$ cat src/rtl/channel_mux_arb_pkg.sv
// Shared types and constants for the 8-to-1 channel merge path.
package channel_mux_pkg;

  localparam int unsigned NUM_CH = 8;
  localparam int unsigned SEL_W  = 3;

  typedef logic [SEL_W-1:0] sel_t;

  typedef enum logic {
    MODE_RR    = 1'b0,
    MODE_FIXED = 1'b1
  } mode_t;

  // Round-robin successor of a granted index; wraps 7 -> 0 by width.
  function automatic sel_t next_ptr(input sel_t gnt);
    return gnt + SEL_W'(1);
  endfunction

endpackage

$ cat src/rtl/channel_mux_arb_if.sv
// Bus bundle for channel_mux_arb.
//   slave  : DUT side (inputs: mode/selector/channel data/valid/out_ready;
//            outputs: ready, out_data, out_sel, out_valid)
//   master : driver side, directions mirrored
interface channel_mux_arb_if #(
  parameter int unsigned DATA_WIDTH = 32
);
  import channel_mux_pkg::*;

  logic                  mode_i;
  sel_t                  selector_i;
  logic [DATA_WIDTH-1:0] channel_a_i;
  logic [DATA_WIDTH-1:0] channel_b_i;
  logic [DATA_WIDTH-1:0] channel_c_i;
  logic [DATA_WIDTH-1:0] channel_d_i;
  logic [DATA_WIDTH-1:0] channel_e_i;
  logic [DATA_WIDTH-1:0] channel_f_i;
  logic [DATA_WIDTH-1:0] channel_g_i;
  logic [DATA_WIDTH-1:0] channel_h_i;
  logic [NUM_CH-1:0]     valid_i;
  logic [NUM_CH-1:0]     ready_o;
  logic [DATA_WIDTH-1:0] out_data_o;
  sel_t                  out_sel_o;
  logic                  out_valid_o;
  logic                  out_ready_i;

  modport slave (
    input  mode_i, selector_i,
    input  channel_a_i, channel_b_i, channel_c_i, channel_d_i,
    input  channel_e_i, channel_f_i, channel_g_i, channel_h_i,
    input  valid_i, out_ready_i,
    output ready_o, out_data_o, out_sel_o, out_valid_o
  );

  modport master (
    output mode_i, selector_i,
    output channel_a_i, channel_b_i, channel_c_i, channel_d_i,
    output channel_e_i, channel_f_i, channel_g_i, channel_h_i,
    output valid_i, out_ready_i,
    input  ready_o, out_data_o, out_sel_o, out_valid_o
  );

endinterface

$ cat src/rtl/channel_mux_arb_rr_arbiter8.sv
// Combinational 8-way priority search starting at ptr, wrapping 7 -> 0.
//   req        : request vector
//   ptr        : highest-priority index
//   gnt_onehot : one-hot grant (zero when no request)
//   gnt_idx    : granted index (0 when no request)
//   gnt_any    : any request present
module rr_arbiter8
  import channel_mux_pkg::*;
(
  input  logic [NUM_CH-1:0] req,
  input  sel_t              ptr,
  output logic [NUM_CH-1:0] gnt_onehot,
  output sel_t              gnt_idx,
  output logic              gnt_any
);

  sel_t cand;

  // First set bit at or above ptr, modulo 8.
  always_comb begin
    gnt_any    = 1'b0;
    gnt_idx    = '0;
    cand       = ptr;
    gnt_onehot = '0;
    for (int unsigned i = 0; i < NUM_CH; i++) begin
      cand = ptr + SEL_W'(i);
      if (!gnt_any && req[cand]) begin
        gnt_any = 1'b1;
        gnt_idx = cand;
      end
    end
    if (gnt_any) begin
      gnt_onehot = NUM_CH'(1) << gnt_idx;
    end
  end

endmodule

$ cat src/rtl/channel_mux_arb.sv
// Merges eight valid/ready input channels onto one registered output beat
// tagged with its source index.
//   clk_i  : clock, rising edge
//   arst_i : asynchronous reset, active-high
//   bus    : channel_mux_arb_if.slave (inputs, per-channel ready, output beat)
module channel_mux_arb
  import channel_mux_pkg::*;
#(
  parameter int unsigned DATA_WIDTH = 32
) (
  input  logic             clk_i,
  input  logic             arst_i,
  channel_mux_arb_if.slave bus
);

  logic [DATA_WIDTH-1:0] ch_data [NUM_CH];

  assign ch_data[0] = bus.channel_a_i;
  assign ch_data[1] = bus.channel_b_i;
  assign ch_data[2] = bus.channel_c_i;
  assign ch_data[3] = bus.channel_d_i;
  assign ch_data[4] = bus.channel_e_i;
  assign ch_data[5] = bus.channel_f_i;
  assign ch_data[6] = bus.channel_g_i;
  assign ch_data[7] = bus.channel_h_i;

  sel_t                  ptr_q;
  logic [DATA_WIDTH-1:0] data_q;
  sel_t                  sel_q;
  logic                  valid_q;

  logic              load;
  logic              fixed_mode;
  logic [NUM_CH-1:0] req;
  logic [NUM_CH-1:0] gnt_onehot;
  sel_t              gnt_idx;
  logic              gnt_any;

  // Output register may accept a new beat when empty or being drained.
  assign load       = !valid_q || bus.out_ready_i;
  assign fixed_mode = (mode_t'(bus.mode_i) == MODE_FIXED);
  assign req        = fixed_mode ? (bus.valid_i & (NUM_CH'(1) << bus.selector_i))
                                 : bus.valid_i;

  rr_arbiter8 u_arb (
    .req        (req),
    .ptr        (ptr_q),
    .gnt_onehot (gnt_onehot),
    .gnt_idx    (gnt_idx),
    .gnt_any    (gnt_any)
  );

  // No input is acknowledged while reset is asserted.
  assign bus.ready_o = (load && !arst_i) ? gnt_onehot : '0;

  // Output beat register and round-robin pointer.
  always_ff @(posedge clk_i or posedge arst_i) begin
    if (arst_i) begin
      ptr_q   <= '0;
      data_q  <= '0;
      sel_q   <= '0;
      valid_q <= 1'b0;
    end else if (load) begin
      if (gnt_any) begin
        data_q  <= ch_data[gnt_idx];
        sel_q   <= gnt_idx;
        valid_q <= 1'b1;
        if (!fixed_mode) begin
          ptr_q <= next_ptr(gnt_idx);
        end
      end else begin
        valid_q <= 1'b0;
      end
    end
  end

  assign bus.out_data_o  = data_q;
  assign bus.out_sel_o   = sel_q;
  assign bus.out_valid_o = valid_q;

endmodule

$ cat src/flat_wrapper.sv
// flat-port wrapper written by rule: the top's interface ports become plain ports
module channel_mux_arb_flat import channel_mux_pkg::*;
#(
  parameter int unsigned DATA_WIDTH = 32
)
  (clk_i, arst_i, bus_mode_i, bus_selector_i, bus_channel_a_i, bus_channel_b_i, bus_channel_c_i, bus_channel_d_i, bus_channel_e_i, bus_channel_f_i, bus_channel_g_i, bus_channel_h_i, bus_valid_i, bus_out_ready_i, bus_ready_o, bus_out_data_o, bus_out_sel_o, bus_out_valid_o);
  channel_mux_arb_if #(.DATA_WIDTH(DATA_WIDTH)) bus_i ();
  input  logic clk_i;
  input  logic arst_i;
  input wire logic [$bits(bus_i.mode_i)-1:0] bus_mode_i;
  input wire logic [$bits(bus_i.selector_i)-1:0] bus_selector_i;
  input wire logic [$bits(bus_i.channel_a_i)-1:0] bus_channel_a_i;
  input wire logic [$bits(bus_i.channel_b_i)-1:0] bus_channel_b_i;
  input wire logic [$bits(bus_i.channel_c_i)-1:0] bus_channel_c_i;
  input wire logic [$bits(bus_i.channel_d_i)-1:0] bus_channel_d_i;
  input wire logic [$bits(bus_i.channel_e_i)-1:0] bus_channel_e_i;
  input wire logic [$bits(bus_i.channel_f_i)-1:0] bus_channel_f_i;
  input wire logic [$bits(bus_i.channel_g_i)-1:0] bus_channel_g_i;
  input wire logic [$bits(bus_i.channel_h_i)-1:0] bus_channel_h_i;
  input wire logic [$bits(bus_i.valid_i)-1:0] bus_valid_i;
  input wire logic [$bits(bus_i.out_ready_i)-1:0] bus_out_ready_i;
  output wire logic [$bits(bus_i.ready_o)-1:0] bus_ready_o;
  output wire logic [$bits(bus_i.out_data_o)-1:0] bus_out_data_o;
  output wire logic [$bits(bus_i.out_sel_o)-1:0] bus_out_sel_o;
  output wire logic [$bits(bus_i.out_valid_o)-1:0] bus_out_valid_o;
  assign bus_i.mode_i = bus_mode_i;
  assign bus_i.selector_i = bus_selector_i;
  assign bus_i.channel_a_i = bus_channel_a_i;
  assign bus_i.channel_b_i = bus_channel_b_i;
  assign bus_i.channel_c_i = bus_channel_c_i;
  assign bus_i.channel_d_i = bus_channel_d_i;
  assign bus_i.channel_e_i = bus_channel_e_i;
  assign bus_i.channel_f_i = bus_channel_f_i;
  assign bus_i.channel_g_i = bus_channel_g_i;
  assign bus_i.channel_h_i = bus_channel_h_i;
  assign bus_i.valid_i = bus_valid_i;
  assign bus_i.out_ready_i = bus_out_ready_i;
  assign bus_ready_o = bus_i.ready_o;
  assign bus_out_data_o = bus_i.out_data_o;
  assign bus_out_sel_o = bus_i.out_sel_o;
  assign bus_out_valid_o = bus_i.out_valid_o;
  channel_mux_arb #(.DATA_WIDTH(DATA_WIDTH)) u_core (.clk_i(clk_i), .arst_i(arst_i), .bus(bus_i));
endmodule
$ cat config.mk
export PLATFORM = sky130hd
export DESIGN_NAME = channel_mux_arb_flat
export DESIGN_NICKNAME = d
export VERILOG_FILES = /design/src/rtl/channel_mux_arb_pkg.sv /design/src/rtl/channel_mux_arb_if.sv /design/src/rtl/channel_mux_arb_rr_arbiter8.sv /design/src/rtl/channel_mux_arb.sv /design/src/flat_wrapper.sv
export SDC_FILE = /design/constraint.sdc
export NUM_CORES = 1
export LEC_CHECK = 0
export BUFFER_PORTS_ARGS = -buffer_cell sky130_fd_sc_hd__buf_2
export CORE_MARGIN = 5
export CORE_UTILIZATION = 46
export CTS_CLUSTER_SIZE = 10
export DETAILED_ROUTE_END_ITERATION = 6
export PLACE_DENSITY_LB_ADDON = 0.08
export SLEW_MARGIN = 15
export SYNTH_ARGS = -nofsm -noshare
export SYNTH_HDL_FRONTEND = slang
export SYNTH_SLANG_ARGS = --single-unit
$ cat constraint.sdc
create_clock -name clk_i -period 6.9 [get_ports clk_i]
set_clock_uncertainty 0.05 [all_clocks]
set_input_delay 2.07 -clock clk_i [delete_from_list [all_inputs] [get_ports clk_i]]
set_output_delay 2.07 -clock clk_i [all_outputs]
set_load 0.01 [all_outputs]
==> summary.txt <==
Run status
  • Status: complete, but fails checks
  • Failing checks: setup timing

Finish
  • Layout net count: between 1500 and 2000
  • Area growth, synth to finish: 33.87%
  • Util after Layout: 63.26%
  • Ratio of cells with drive above 1 in the final layout: 37.73%

Logic synthesis
  • Dominant synthesized flop cell: dfrtp_1
  • Synth warn: 0
  • Synth Area per Inst: 7.242 um^2
  • Register area share after synthesis: 12.91%
  • Syn nets: between 1000 and 1500
  • #FFs+latches synth: 39
  • Async SR Flop Fraction: 100.0%
  • Synth cell types: between 70 and 80
  • Synthesized cell area: between 7000 and 8000 um^2
  • Mapped Cells: between 1000 and 1500
  • Post-synth EDFFs: 0

Placement
  • Post-DP HPWL: 26110 um
  • Place WS: -0.3080 ns
  • GPL Wtd Cong: 0.9591
  • Port Buffer Count: 314

Setup path
  • Reg2reg path depth: 12
  • Crit Path Category: in2out
  • Critical path launch point type: primary input
  • Worst Path Required: 4.78 ns
  • Critical R2R Launch: u_core.ptr_q[0]
  • Flop-to-flop setup slack: 2.02 ns
  • R2r endpoint: u_core.bus.out_data_o[0]
  • Setup crit end kind: output port
  • CP Max Fanout: 8
  • Crit path DAT: just over 5 ns
  • Worst setup path end: bus_ready_o[7]
  • Setup crit start: bus_selector_i[2]

Clocking
  • Clk sink count: 39
  • H-tree depth: 2
  • Cell chosen for the clock root: clkbuf_16
  • Hold buffers post-CTS: 0
  • Clock-pin slew on the worst setup and hold paths: 0.06 ns
  • TritonCTS buffer count: 5
  • Clk_lat worst skew: a little under 0.3 ns
  • Clock Path Buffers: 2
  • CTS tree: built

STA
  • Setup slack after layout: -0.2467 ns
  • Worst-Margin Slew: between 1 and 1.5 ns
  • Post-route clock period utilization: 103.6%
  • Maximum clock frequency: 139.9 MHz
  • Worst rel slew slack: 19.99%
  • Fin crit period: 7.147 ns
  • Max Slew Vio Count: 0
  • Setup Viol. Count Final: 8
  • Hold Vio Cnt, Final: 0
  • Unrepaired setup endpoints after global routing: true

Floorplanning
  • Die area: 19100 um^2
  • Die height: 138.2 um
  • Num ports: 315
  • Initial Utilization: between 40 and 50%
  • FP Rows: 46
  • Die width: between 100 and 150 um
  • Core Region: 16000 um^2

Drt
  • DR WL/cell: 22.31 um
  • Starting DRT DRC Count: 1134
  • DR vias: 10160
  • Total wire length: approximately 35000 um
  • Post-route antenna net violation count: 0
  • Post-DR vias/cell: 6.510
  • TritonRoute pass-1 iters: 5
  • Final routed DRC violation total: 0

Global routing
  • Antenna violations before repair: 3
  • GR Overflow Total: 0
  • First-pass GRT wire length: 52820 um
  • Vias in the first global route: slightly above 9000
  • Total global-route track usage: 33.70%
  • Pin count of the biggest net entering global routing: 97

Worst hold path
  • HP Class: reg2reg

Flow run
  • Max-Cap Viols: 0
==> critical path: stages <==
cell	delay, ns
buf_6	0.11
and3b_1	0.19
o21a_1	0.18
mux4_2	0.53
mux2_4	0.30
o211a_1	0.22
o221a_1	0.21
or3_4	0.40
a21o_1	0.18
nor2_1	0.10
ha_1	0.16
nor3b_4	0.20
buf_2	0.17
==> worst min-delay path by stage <==
stage                                      to                 startpoint  depth (start not counted)
floorplan             u_core.bus.out_sel_o[0]    u_core.bus.out_sel_o[0]                          2
CTS                   u_core.bus.out_sel_o[1]    u_core.bus.out_sel_o[1]                          2
detailed placement    u_core.bus.out_sel_o[1]    u_core.bus.out_sel_o[1]                          2
global route        u_core.bus.out_data_o[21]  u_core.bus.out_data_o[21]                          2
finish                u_core.bus.out_sel_o[1]    u_core.bus.out_sel_o[1]                          2
global placement      u_core.bus.out_sel_o[1]    u_core.bus.out_sel_o[1]                          2
==> layer usage <==
| layer | GRT usage (%) | vias up | wire length [um] | part of all wire [%] |
|---|---|---|---|---|
| li1 | - | 4698 | - | - |
| met1 | 46.84 | 4785 | 14240 | 41 |
| met2 | 54.93 | 609 | 16450 | 47 |
| met3 | 5.621 | 61 | 3289 | 9.5 |
| met4 | 7.904 | 2 | 804 | 2.3 |
| met5 | 0 | - | 13 | 0.037 |
==> sequential cells by signal, summed over array words and instances (netlist names) <==
signal / cells
u_core.ptr_q: 3
u_core.bus.out_data_o: 32
u_core.bus.out_valid_o: 1
u_core.bus.out_sel_o: 3
==> Yosys cell counts (39+ instances only) <==
cell / instances / area, um^2
clkbuf_1: 94 / 352.8
inv_1: 102 / 382.9
dfrtp_1: 39 / 975.9
nor2_1: 44 / 165.2
o21ai_0: 70 / 350.3
nand2_1: 46 / 172.7
nand3_1: 66 / 330.3
mux2i_1: 50 / 500.5
nand4_1: 68 / 425.4
a2111oi_0: 64 / 560.5
==> cell usage in the layout (no fill, tap or decap), types with 4 or more instances in the layout <==
master and n:
a211o_1 32, o21ai_0 68, dfrtp_1 39, clkbuf_16 5, o31ai_1 32, o21ai_2 5, o21a_1 8, mux2i_1 48
nor2_1 43, a41oi_1 32, o2bb2ai_1 32, inv_1 101, nor4_2 6, a21oi_1 8, nor2b_1 5, buf_6 11
nand2_1 44, nand4_1 68, buf_4 106, and3_1 33, a2111oi_0 64, o211ai_1 33, and2_1 4, mux4_2 13
a32oi_1 33, nand3_1 66, buf_2 310, xnor2_1 4
==> repair_timing <==
| item | in CTS | in global routing |
|---|---|---|
| endpoints found under the setup margin | 8 | 8 |
| buffers inserted | 17 | 5 |
| pin swaps | 14 | 6 |
| resized for setup | 47 | 8 |
==> layout make-up <==
class	instances	area, um^2
fillers	1544	5878
multi-input cells	762	5826
repair buffers	428	2479
flip-flops and latches	39	975.9
inverters	104	390.4
well taps	216	270.3
clock buffers	6	138.9
clock inverters	2	35.03
diodes	3	7.507
==> kinds of logic after synthesis <==
logic type | count (synthesis) | share of synthesized area, %
AOI/OAI and AO/OA | 382 | 39.63
and+or+nand+nor | 304 | 21.76
buffers and inverters | 243 | 13.30
muxes | 68 | 11.32
DFF | 39 | 12.91
xor gates and xnor gates | 5 | 0.5792
adders and majority gates | 3 | 0.4965
==> stage by stage <==
step                instance area (um^2)  hold slack [ns]  cells  setup TNS (ns)
detailed placement                  9529           0.4274   1527          -1.978
finish                             10120           0.4393   1560          -1.355
floorplan                           7566           0.4662   1044         -0.4849
CTS                                10030           0.4409   1552         -0.7590
global route                       10120           0.4722   1559          -2.032
global placement                    9529           0.4250   1527          -1.887
Power is not shown: default switching activity piles up to over one toggle a cycle in this logic, so the estimate is an artifact.
